==> src/rtl/hub75_bcm_driver.sv <==
`default_nettype none
// ============================================================================
//  Module   : hub75_bcm_driver
//  Function : HUB75 panel scan engine with binary-coded modulation. Reads
//             pixels from a one-cycle-latency framebuffer port, shifts one
//             bit-plane per row into the panel, latches it and shows it for
//             BASE_CYCLES << plane cycles. The next plane shifts in while the
//             current one is shown.
//  Timing   : o_fb_rd/o_fb_addr are valid during the fetch states. The panel
//             lines are registered from the state they belong to, so they
//             change on the clock edge that leaves that state. As a result
//             o_rgb_* settle a full cycle before o_panel_clock rises.
//  Revision : 1.0  initial release
// ============================================================================
module hub75_bcm_driver #(
   parameter int COLS        = 64,
   parameter int ROWS        = 64,
   parameter int COLOR_DEPTH = 4,
   parameter int BASE_CYCLES = 32
) (
   input  logic                                   i_clock,
   input  logic                                   i_reset,
   input  logic                                   i_enable,
   output logic [$clog2(ROWS)+$clog2(COLS)-1:0]   o_fb_addr,
   output logic                                   o_fb_rd,
   input  logic [3*COLOR_DEPTH-1:0]               i_fb_data,
   output logic                                   o_panel_clock,
   output logic                                   o_latch,
   output logic                                   o_blank,
   output logic [$clog2(ROWS/2)-1:0]              o_address,
   output logic [2:0]                             o_rgb_0,
   output logic [2:0]                             o_rgb_1,
   output logic                                   o_frame_done
);

   localparam int c_col_bits   = $clog2(COLS);
   localparam int c_addr_bits  = $clog2(ROWS/2);
   localparam int c_plane_bits = (COLOR_DEPTH > 1) ? $clog2(COLOR_DEPTH) : 1;
   localparam int c_cnt_bits   = $clog2((BASE_CYCLES << (COLOR_DEPTH-1)) + 1);

   localparam logic [c_col_bits-1:0]   c_col_last   = c_col_bits'(COLS-1);
   localparam logic [c_col_bits-1:0]   c_col_one    = c_col_bits'(1);
   localparam logic [c_addr_bits-1:0]  c_row_last   = c_addr_bits'(ROWS/2-1);
   localparam logic [c_addr_bits-1:0]  c_row_one    = c_addr_bits'(1);
   localparam logic [c_plane_bits-1:0] c_plane_last = c_plane_bits'(COLOR_DEPTH-1);
   localparam logic [c_plane_bits-1:0] c_plane_one  = c_plane_bits'(1);
   localparam logic [c_cnt_bits-1:0]   c_cnt_one    = c_cnt_bits'(1);
   localparam logic [c_cnt_bits-1:0]   c_base       = c_cnt_bits'(BASE_CYCLES);

   typedef enum logic [3:0] {
      S_IDLE      = 4'd0,
      S_FETCH_TOP = 4'd1,
      S_FETCH_BOT = 4'd2,
      S_SETUP     = 4'd3,
      S_CLK_HI    = 4'd4,
      S_CLK_LO    = 4'd5,
      S_WAIT      = 4'd6,
      S_LATCH_HI  = 4'd7,
      S_LATCH_LO  = 4'd8,
      S_UNBLANK   = 4'd9
   } state_t;

   state_t                  state_q;
   logic [c_addr_bits-1:0]  row_q;
   logic [c_plane_bits-1:0] plane_q;
   logic [c_col_bits-1:0]   col_q;
   logic [c_cnt_bits-1:0]   cnt_q;
   logic [c_cnt_bits-1:0]   weight_q;

   logic [COLOR_DEPTH-1:0]  w_pix_r;
   logic [COLOR_DEPTH-1:0]  w_pix_g;
   logic [COLOR_DEPTH-1:0]  w_pix_b;
   logic [2:0]              w_plane_bits;
   logic [c_col_bits-1:0]   w_col_dec;
   logic [c_cnt_bits-1:0]   w_weight;
   logic                    w_last_plane;

   assign w_pix_r      = i_fb_data[3*COLOR_DEPTH-1 -: COLOR_DEPTH];
   assign w_pix_g      = i_fb_data[2*COLOR_DEPTH-1 -: COLOR_DEPTH];
   assign w_pix_b      = i_fb_data[COLOR_DEPTH-1:0];
   // current bit-plane of the pixel on the read port, ordered {b, g, r}
   assign w_plane_bits = {w_pix_b[plane_q], w_pix_g[plane_q], w_pix_r[plane_q]};
   assign w_col_dec    = col_q - c_col_one;
   assign w_weight     = c_base << plane_q;
   assign w_last_plane = (row_q == c_row_last) && (plane_q == c_plane_last);

   // Scan FSM: fetch/shift columns, wait out the display, latch, unblank
   always_ff @(posedge i_clock or posedge i_reset) begin
      if (i_reset) begin
         state_q       <= S_IDLE;
         row_q         <= '0;
         plane_q       <= '0;
         col_q         <= c_col_last;
         cnt_q         <= '0;
         weight_q      <= '0;
         o_fb_addr     <= '0;
         o_fb_rd       <= 1'b0;
         o_panel_clock <= 1'b0;
         o_latch       <= 1'b0;
         o_blank       <= 1'b1;
         o_address     <= '0;
         o_rgb_0       <= '0;
         o_rgb_1       <= '0;
         o_frame_done  <= 1'b0;
      end else begin
         // display timer runs down in every state; loads below override it
         if (cnt_q != '0) begin
            cnt_q <= cnt_q - c_cnt_one;
         end
         o_frame_done <= 1'b0;

         case (state_q)
            S_IDLE: begin
               o_blank <= 1'b1;
               cnt_q   <= '0;
               col_q   <= c_col_last;
               if (i_enable) begin
                  o_fb_addr <= {1'b0, row_q, c_col_last};
                  o_fb_rd   <= 1'b1;
                  state_q   <= S_FETCH_TOP;
               end
            end
            S_FETCH_TOP: begin
               // bottom half is the same row offset by ROWS/2 (top address bit)
               o_fb_addr <= {1'b1, row_q, col_q};
               o_fb_rd   <= 1'b1;
               state_q   <= S_FETCH_BOT;
            end
            S_FETCH_BOT: begin
               o_fb_rd <= 1'b0;
               o_rgb_0 <= w_plane_bits;
               state_q <= S_SETUP;
            end
            S_SETUP: begin
               o_rgb_1 <= w_plane_bits;
               state_q <= S_CLK_HI;
            end
            S_CLK_HI: begin
               o_panel_clock <= 1'b1;
               state_q       <= S_CLK_LO;
            end
            S_CLK_LO: begin
               o_panel_clock <= 1'b0;
               if (col_q == '0) begin
                  state_q <= S_WAIT;
               end else begin
                  col_q     <= w_col_dec;
                  o_fb_addr <= {1'b0, row_q, w_col_dec};
                  o_fb_rd   <= 1'b1;
                  state_q   <= S_FETCH_TOP;
               end
            end
            S_WAIT: begin
               if (cnt_q == '0) begin
                  o_blank <= 1'b1;
                  if (i_enable) begin
                     state_q <= S_LATCH_HI;
                  end else begin
                     row_q   <= '0;
                     plane_q <= '0;
                     col_q   <= c_col_last;
                     state_q <= S_IDLE;
                  end
               end
            end
            S_LATCH_HI: begin
               o_latch      <= 1'b1;
               o_address    <= row_q;
               o_frame_done <= w_last_plane;
               weight_q     <= w_weight;
               state_q      <= S_LATCH_LO;
            end
            S_LATCH_LO: begin
               o_latch <= 1'b0;
               if (plane_q == c_plane_last) begin
                  plane_q <= '0;
                  row_q   <= (row_q == c_row_last) ? '0 : row_q + c_row_one;
               end else begin
                  plane_q <= plane_q + c_plane_one;
               end
               state_q <= S_UNBLANK;
            end
            S_UNBLANK: begin
               o_blank   <= 1'b0;
               cnt_q     <= weight_q;
               col_q     <= c_col_last;
               o_fb_addr <= {1'b0, row_q, c_col_last};
               o_fb_rd   <= 1'b1;
               state_q   <= S_FETCH_TOP;
            end
            default: begin
               state_q <= S_IDLE;
            end
         endcase
      end
   end

endmodule
`default_nettype wire
==> config.mk <==
export PLATFORM = sky130hd
export DESIGN_NAME = hub75_bcm_driver
export DESIGN_NICKNAME = d
export VERILOG_FILES = /design/src/rtl/hub75_bcm_driver.sv
export SDC_FILE = /design/constraint.sdc
export NUM_CORES = 1
export LEC_CHECK = 0
export CAP_MARGIN = 20
export CORE_ASPECT_RATIO = 1.5
export CORE_MARGIN = 4
export CORE_UTILIZATION = 57
export CTS_BUF_LIST = sky130_fd_sc_hd__clkbuf_2 sky130_fd_sc_hd__clkbuf_4 sky130_fd_sc_hd__clkbuf_8
export CTS_CLUSTER_SIZE = 12
export DETAILED_ROUTE_END_ITERATION = 7
export PLACE_DENSITY = 0.83
export SYNTH_ARGS = -nofsm -noshare
export SYNTH_HDL_FRONTEND = slang
export SYNTH_SLANG_ARGS = --single-unit
export TNS_END_PERCENT = 30
==> constraint.sdc <==
create_clock -name i_clock -period 2.67 [get_ports i_clock]
set_input_delay 0.4005 -clock i_clock [delete_from_list [all_inputs] [get_ports i_clock]]
set_output_delay 0.4005 -clock i_clock [all_outputs]
set_load 0.005 [all_outputs]
==> flow_metrics.py <==
metrics = {
    "setup_path": {
        "ff2ff_path_depth": 6,
        "cp_slowest_cell": "or4b_1",
        "rr_startpoint": "cnt_q[0]$_DFFE_PP0P_",
        "cp_cell_sequence": "inv_1, ha_1, or4b_1, nor3_2, o2bb2ai_1, o31ai_1",
        "cp-start-kind": "flop",
        "required_ps": 2910,
        "r2r-end": "col_q[2]$_DFFE_PP1P_",
        "arrival_ps": 2500,
        "crit_type": "reg -> reg",
        "cpPeakStageDelay_ps": 520,
        "rrSetupSlack_ps": 410,
        "cp-end-kind": "flop",
        "path_max_fanout": 7,
    },
    "pwr": {
        "ir_drop_v": 0.0006254,
        "switching_share_pct": 34.97,
        "total_leakage_power_uw": 0.001684,
        "combPwrFrac_pct": 40.6,
        "pwr-share-clk_pct": 23.6,
        "p_per_area_mw_per_mm2": 1115,
        "seqPwrFrac_pct": 35.8,
        "power_switching_uw": 1498,
        "internal-power_uw": 2786,
    },
    "timing": {
        "max_freq_mhz": 442.6,
        "final_max_slew_viol_count": 0,
        "setup_tns_ps": 0,
        "period_needed_ps": 2260,
        "fin_worst_skew_ps": 6.743,
        "worst_pin_slew_ps": 748.6,
        "slew_headroom_pct": 49.97,
        "setup_violations": 0,
        "period_share_pct": 84.63,
        "final_hold_viol_count": 0,
        "rsz0062_at_grt": "no",
    },
    "drt": {
        "via_count": 2344,
        "wl_per_cell_um": 16.23,
        "viasPerCell": 5.703,
        "wirelength_um": 6671,
        "antenna_left": 0,
        "dr.pass1.iters": 4,
        "drtIter0Drc": 159,
        "drc_errors": 0,
    },
    "run": {
        "drv_cap": 0,
    },
    "synth": {
        "synth_warnings": 0,
        "muxShareOfSynthArea_pct": 11.82,
        "synth_area_leaders": "dfrtp_1 41%, mux2_2 6.6%, dfstp_2 5.9%, nand2_1 3.6%, ha_1 3.2%",
        "syn-cell-area_mm2": 0.003092,
        "synth_top_family_by_area": "simple AND/OR/NAND/NOR gates",
        "synth_cells": 290,
        "syn_nets": 313,
        "ys.flop_type": "dfrtp_1",
        "synth_fa_ha_area_share_pct": 3.238,
        "synthSimpleGateAreaFrac_pct": 16.43,
        "yosysTopAreaCellShare_pct": 41.28,
        "synth-seq-cells": 58,
        "postSynth.asyncResetShare_pct": 100.0,
        "yosys.area.top_type": "dfrtp_1",
        "synth_compound_area_share_pct": 15.14,
        "syn_avg_cell_area_um2": 10.66,
        "yosysSeqAreaShare_pct": 47.23,
        "synth-edff-count": 0,
        "yosysUniqueCellTypes": 58,
        "synth-xor-area-share_pct": 1.983,
    },
    "floorplan": {
        "die_h_um": 98.20,
        "die_w_um": 68.14,
        "num_rows": 32,
        "dieArea_mm2": 0.006691,
        "start_util_pct": 59.40,
        "io_pins": 43,
        "coreArea_mm2": 0.005205,
    },
    "place": {
        "routabilityCongestion": 0.8454,
        "place_inst": 395,
        "dpl.hpwl_um": 4704,
        "io_buffers": 42,
    },
    "cells_and_area": {
        "drive_above_1_share_pct": 20.41,
        "areaGrowthSynthToFinish_pct": 24.32,
        "nFillCells": 381,
        "fin_cells": 411,
        "diodes": 0,
        "regArea_mm2": 0.001460,
        "nets": 361,
        "multi_input_area_mm2": 0.001503,
    },
    "clock_network": {
        "htreeDepth": 3,
        "clk_latency_ps": 340,
        "cts_root_buf": "clkbuf_8",
        "cts_setup_buffers": 0,
        "clkSinkCount": 58,
        "cts_hold_buf": 0,
        "clk_pin_slew_ps": 70,
        "cts_made_buffers": 9,
        "max-clock-path-buffers": 2,
        "cts_resized": 0,
        "cts_tree": "yes",
    },
    "worst_hold_path": {
        "whs_path_depth": 2,
        "hp-start": "o_blank$_DFFE_PP1P_",
        "min_to": "o_blank$_DFFE_PP1P_",
        "min_path_type": "reg -> reg",
    },
    "outcome": {
        "status": "finished, final reports clean",
    },
    "global_route": {
        "grt_pass1_wl_um": 11230,
        "grt_max_degree": 59,
        "antenna_found_initial": 0,
        "grt_pass1_vias": 2376,
        "grt.total_usage_pct": 22.40,
        "overflow": 0,
    },
}
## synthesized netlist by cell type, types with 2 or more instances
master and number:
a22oi_1 2, nor4_1 3, a211oi_1 3, xor2_1 4, o31ai_1 6, nand2_1 30
and3_1 3, a32o_1 2, o21ai_2 2, buf_2 4, mux2_2 18, nor2b_1 5
nand3_1 5, nor3b_1 2, a31oi_1 3, mux2i_1 5, buf_6 2, mux4_2 3
nand2b_1 4, mux2_4 3, a22o_1 3, dfstp_2 7, o32ai_1 2, clkbuf_1 7
inv_1 15, a2bb2oi_1 6, ha_1 8, o21ai_0 13, nand3b_1 2, nor3_1 7
and4bb_2 2, xnor2_1 3, o2bb2ai_1 3, a21oi_1 8, nor2_1 22, dfrtp_1 51
## final cells by class
| class | instances | share of cell area, % |
|---|---|---|
| multi-input combinational | 203 | 39.09 |
| sequential | 58 | 37.99 |
| timing repair buffer | 51 | 12.70 |
| clock inverter | 5 | 2.604 |
| tap | 68 | 2.214 |
| inverter | 15 | 1.465 |
| clock buffer | 11 | 3.939 |
## cells by family after synthesis
logic type,count (synthesis)
buffers and inverters,29
and+or+nand+nor,96
xor gates and xnor gates,7
adders and majority gates,8
AOI/OAI and AO/OA,63
DFF,58
muxes,29
## layer usage
| layer | up-vias | share of wire [%] | GRT usage [%] |
|---|---|---|---|
| met5 | - | 0 | 0 |
| met4 | 0 | 2.6 | 11.18 |
| met3 | 16 | 2.3 | 3.682 |
| met2 | 38 | 54 | 36.40 |
| met1 | 1139 | 41 | 28.05 |
| li1 | 1151 | - | - |
## worst max-delay path by stage
stage	from	to	slack [ps]
after floorplan	col_q[0]$_DFFE_PP1P_	o_fb_addr[6]$_DFFE_PP0P_	730
after global placement	i_enable	o_fb_addr[9]$_DFFE_PP0P_	410
after detailed placement	i_enable	o_fb_addr[10]$_DFFE_PP0P_	380
after CTS	cnt_q[0]$_DFFE_PP0P_	col_q[2]$_DFFE_PP1P_	410
after global routing	state_q[0]$_DFFE_PP0P_	row_q[3]$_DFFE_PP0P_	300
final	cnt_q[0]$_DFFE_PP0P_	col_q[2]$_DFFE_PP1P_	410
## registers in the layout, indices dropped and copies added (netlist names)
| signal | count |
|---|---|
| o_panel_clock | 1 |
| cnt_q | 9 |
| state_q | 4 |
| weight_q | 4 |
| col_q | 6 |
| o_address | 5 |
| o_fb_rd | 1 |
| o_blank | 1 |
| o_rgb_1 | 3 |
| row_q | 5 |
| o_rgb_0 | 3 |
| o_latch | 1 |
| o_frame_done | 1 |
| o_fb_addr | 12 |
| plane_q | 2 |
## power groups by stage
| stage | clock (µW) | combinational, µW | sequential [µW] |
|---|---|---|---|
| detailed placement | 0 | 1740 | 1540 |
| CTS | 1030 | 1760 | 1530 |
| global route | 1060 | 1930 | 1580 |
| finish | 1010 | 1740 | 1530 |
| global placement | 0 | 1690 | 1520 |
| floorplan | 0 | 1300 | 1390 |
## worst max-delay path, delay by kind of cell (launching register included)
kind	cells	cell delay [ps]
adder cells (fa/ha/maj)	1	300
AO/OA/AOI/OAI	2	550
flip-flops	1	420
AND/OR/NAND/NOR	2	800
buffers and inverters	1	80
## stage by stage
stage / total power (µW) / worst slack [ps] / area [µm²] / hold WS, ps / utilization [%]
CTS: 4317 / 413.2 / 3844 / 477.6 / 73.85
detailed placement: 3274 / 383.7 / 3592 / 468.5 / 69.01
global route: 4572 / 297.3 / 3844 / 519.4 / 73.85
global placement: 3214 / 408.1 / 3592 / 462.4 / 69.01
finish: 4285 / 410.4 / 3844 / 475.1 / 73.85
floorplan: 2691 / 734.4 / 3092 / 444.4 / -
## layout by cell type, fill, tap and decap left out, drive strengths merged, types with 5 or more instances in the layout
cell type / n
o31ai: 6
nand2: 30
clkdlybuf4s50: 42
nor2b: 5
dfrtp: 51
nor2: 22
o21ai: 15
a21oi: 9
mux2i: 5
nand3: 5
nor3: 8
ha: 8
dfstp: 7
mux2: 21
inv: 15
clkbuf: 11
a2bb2oi: 6
buf: 9
Note: power is estimated with default switching activity, not from simulation.
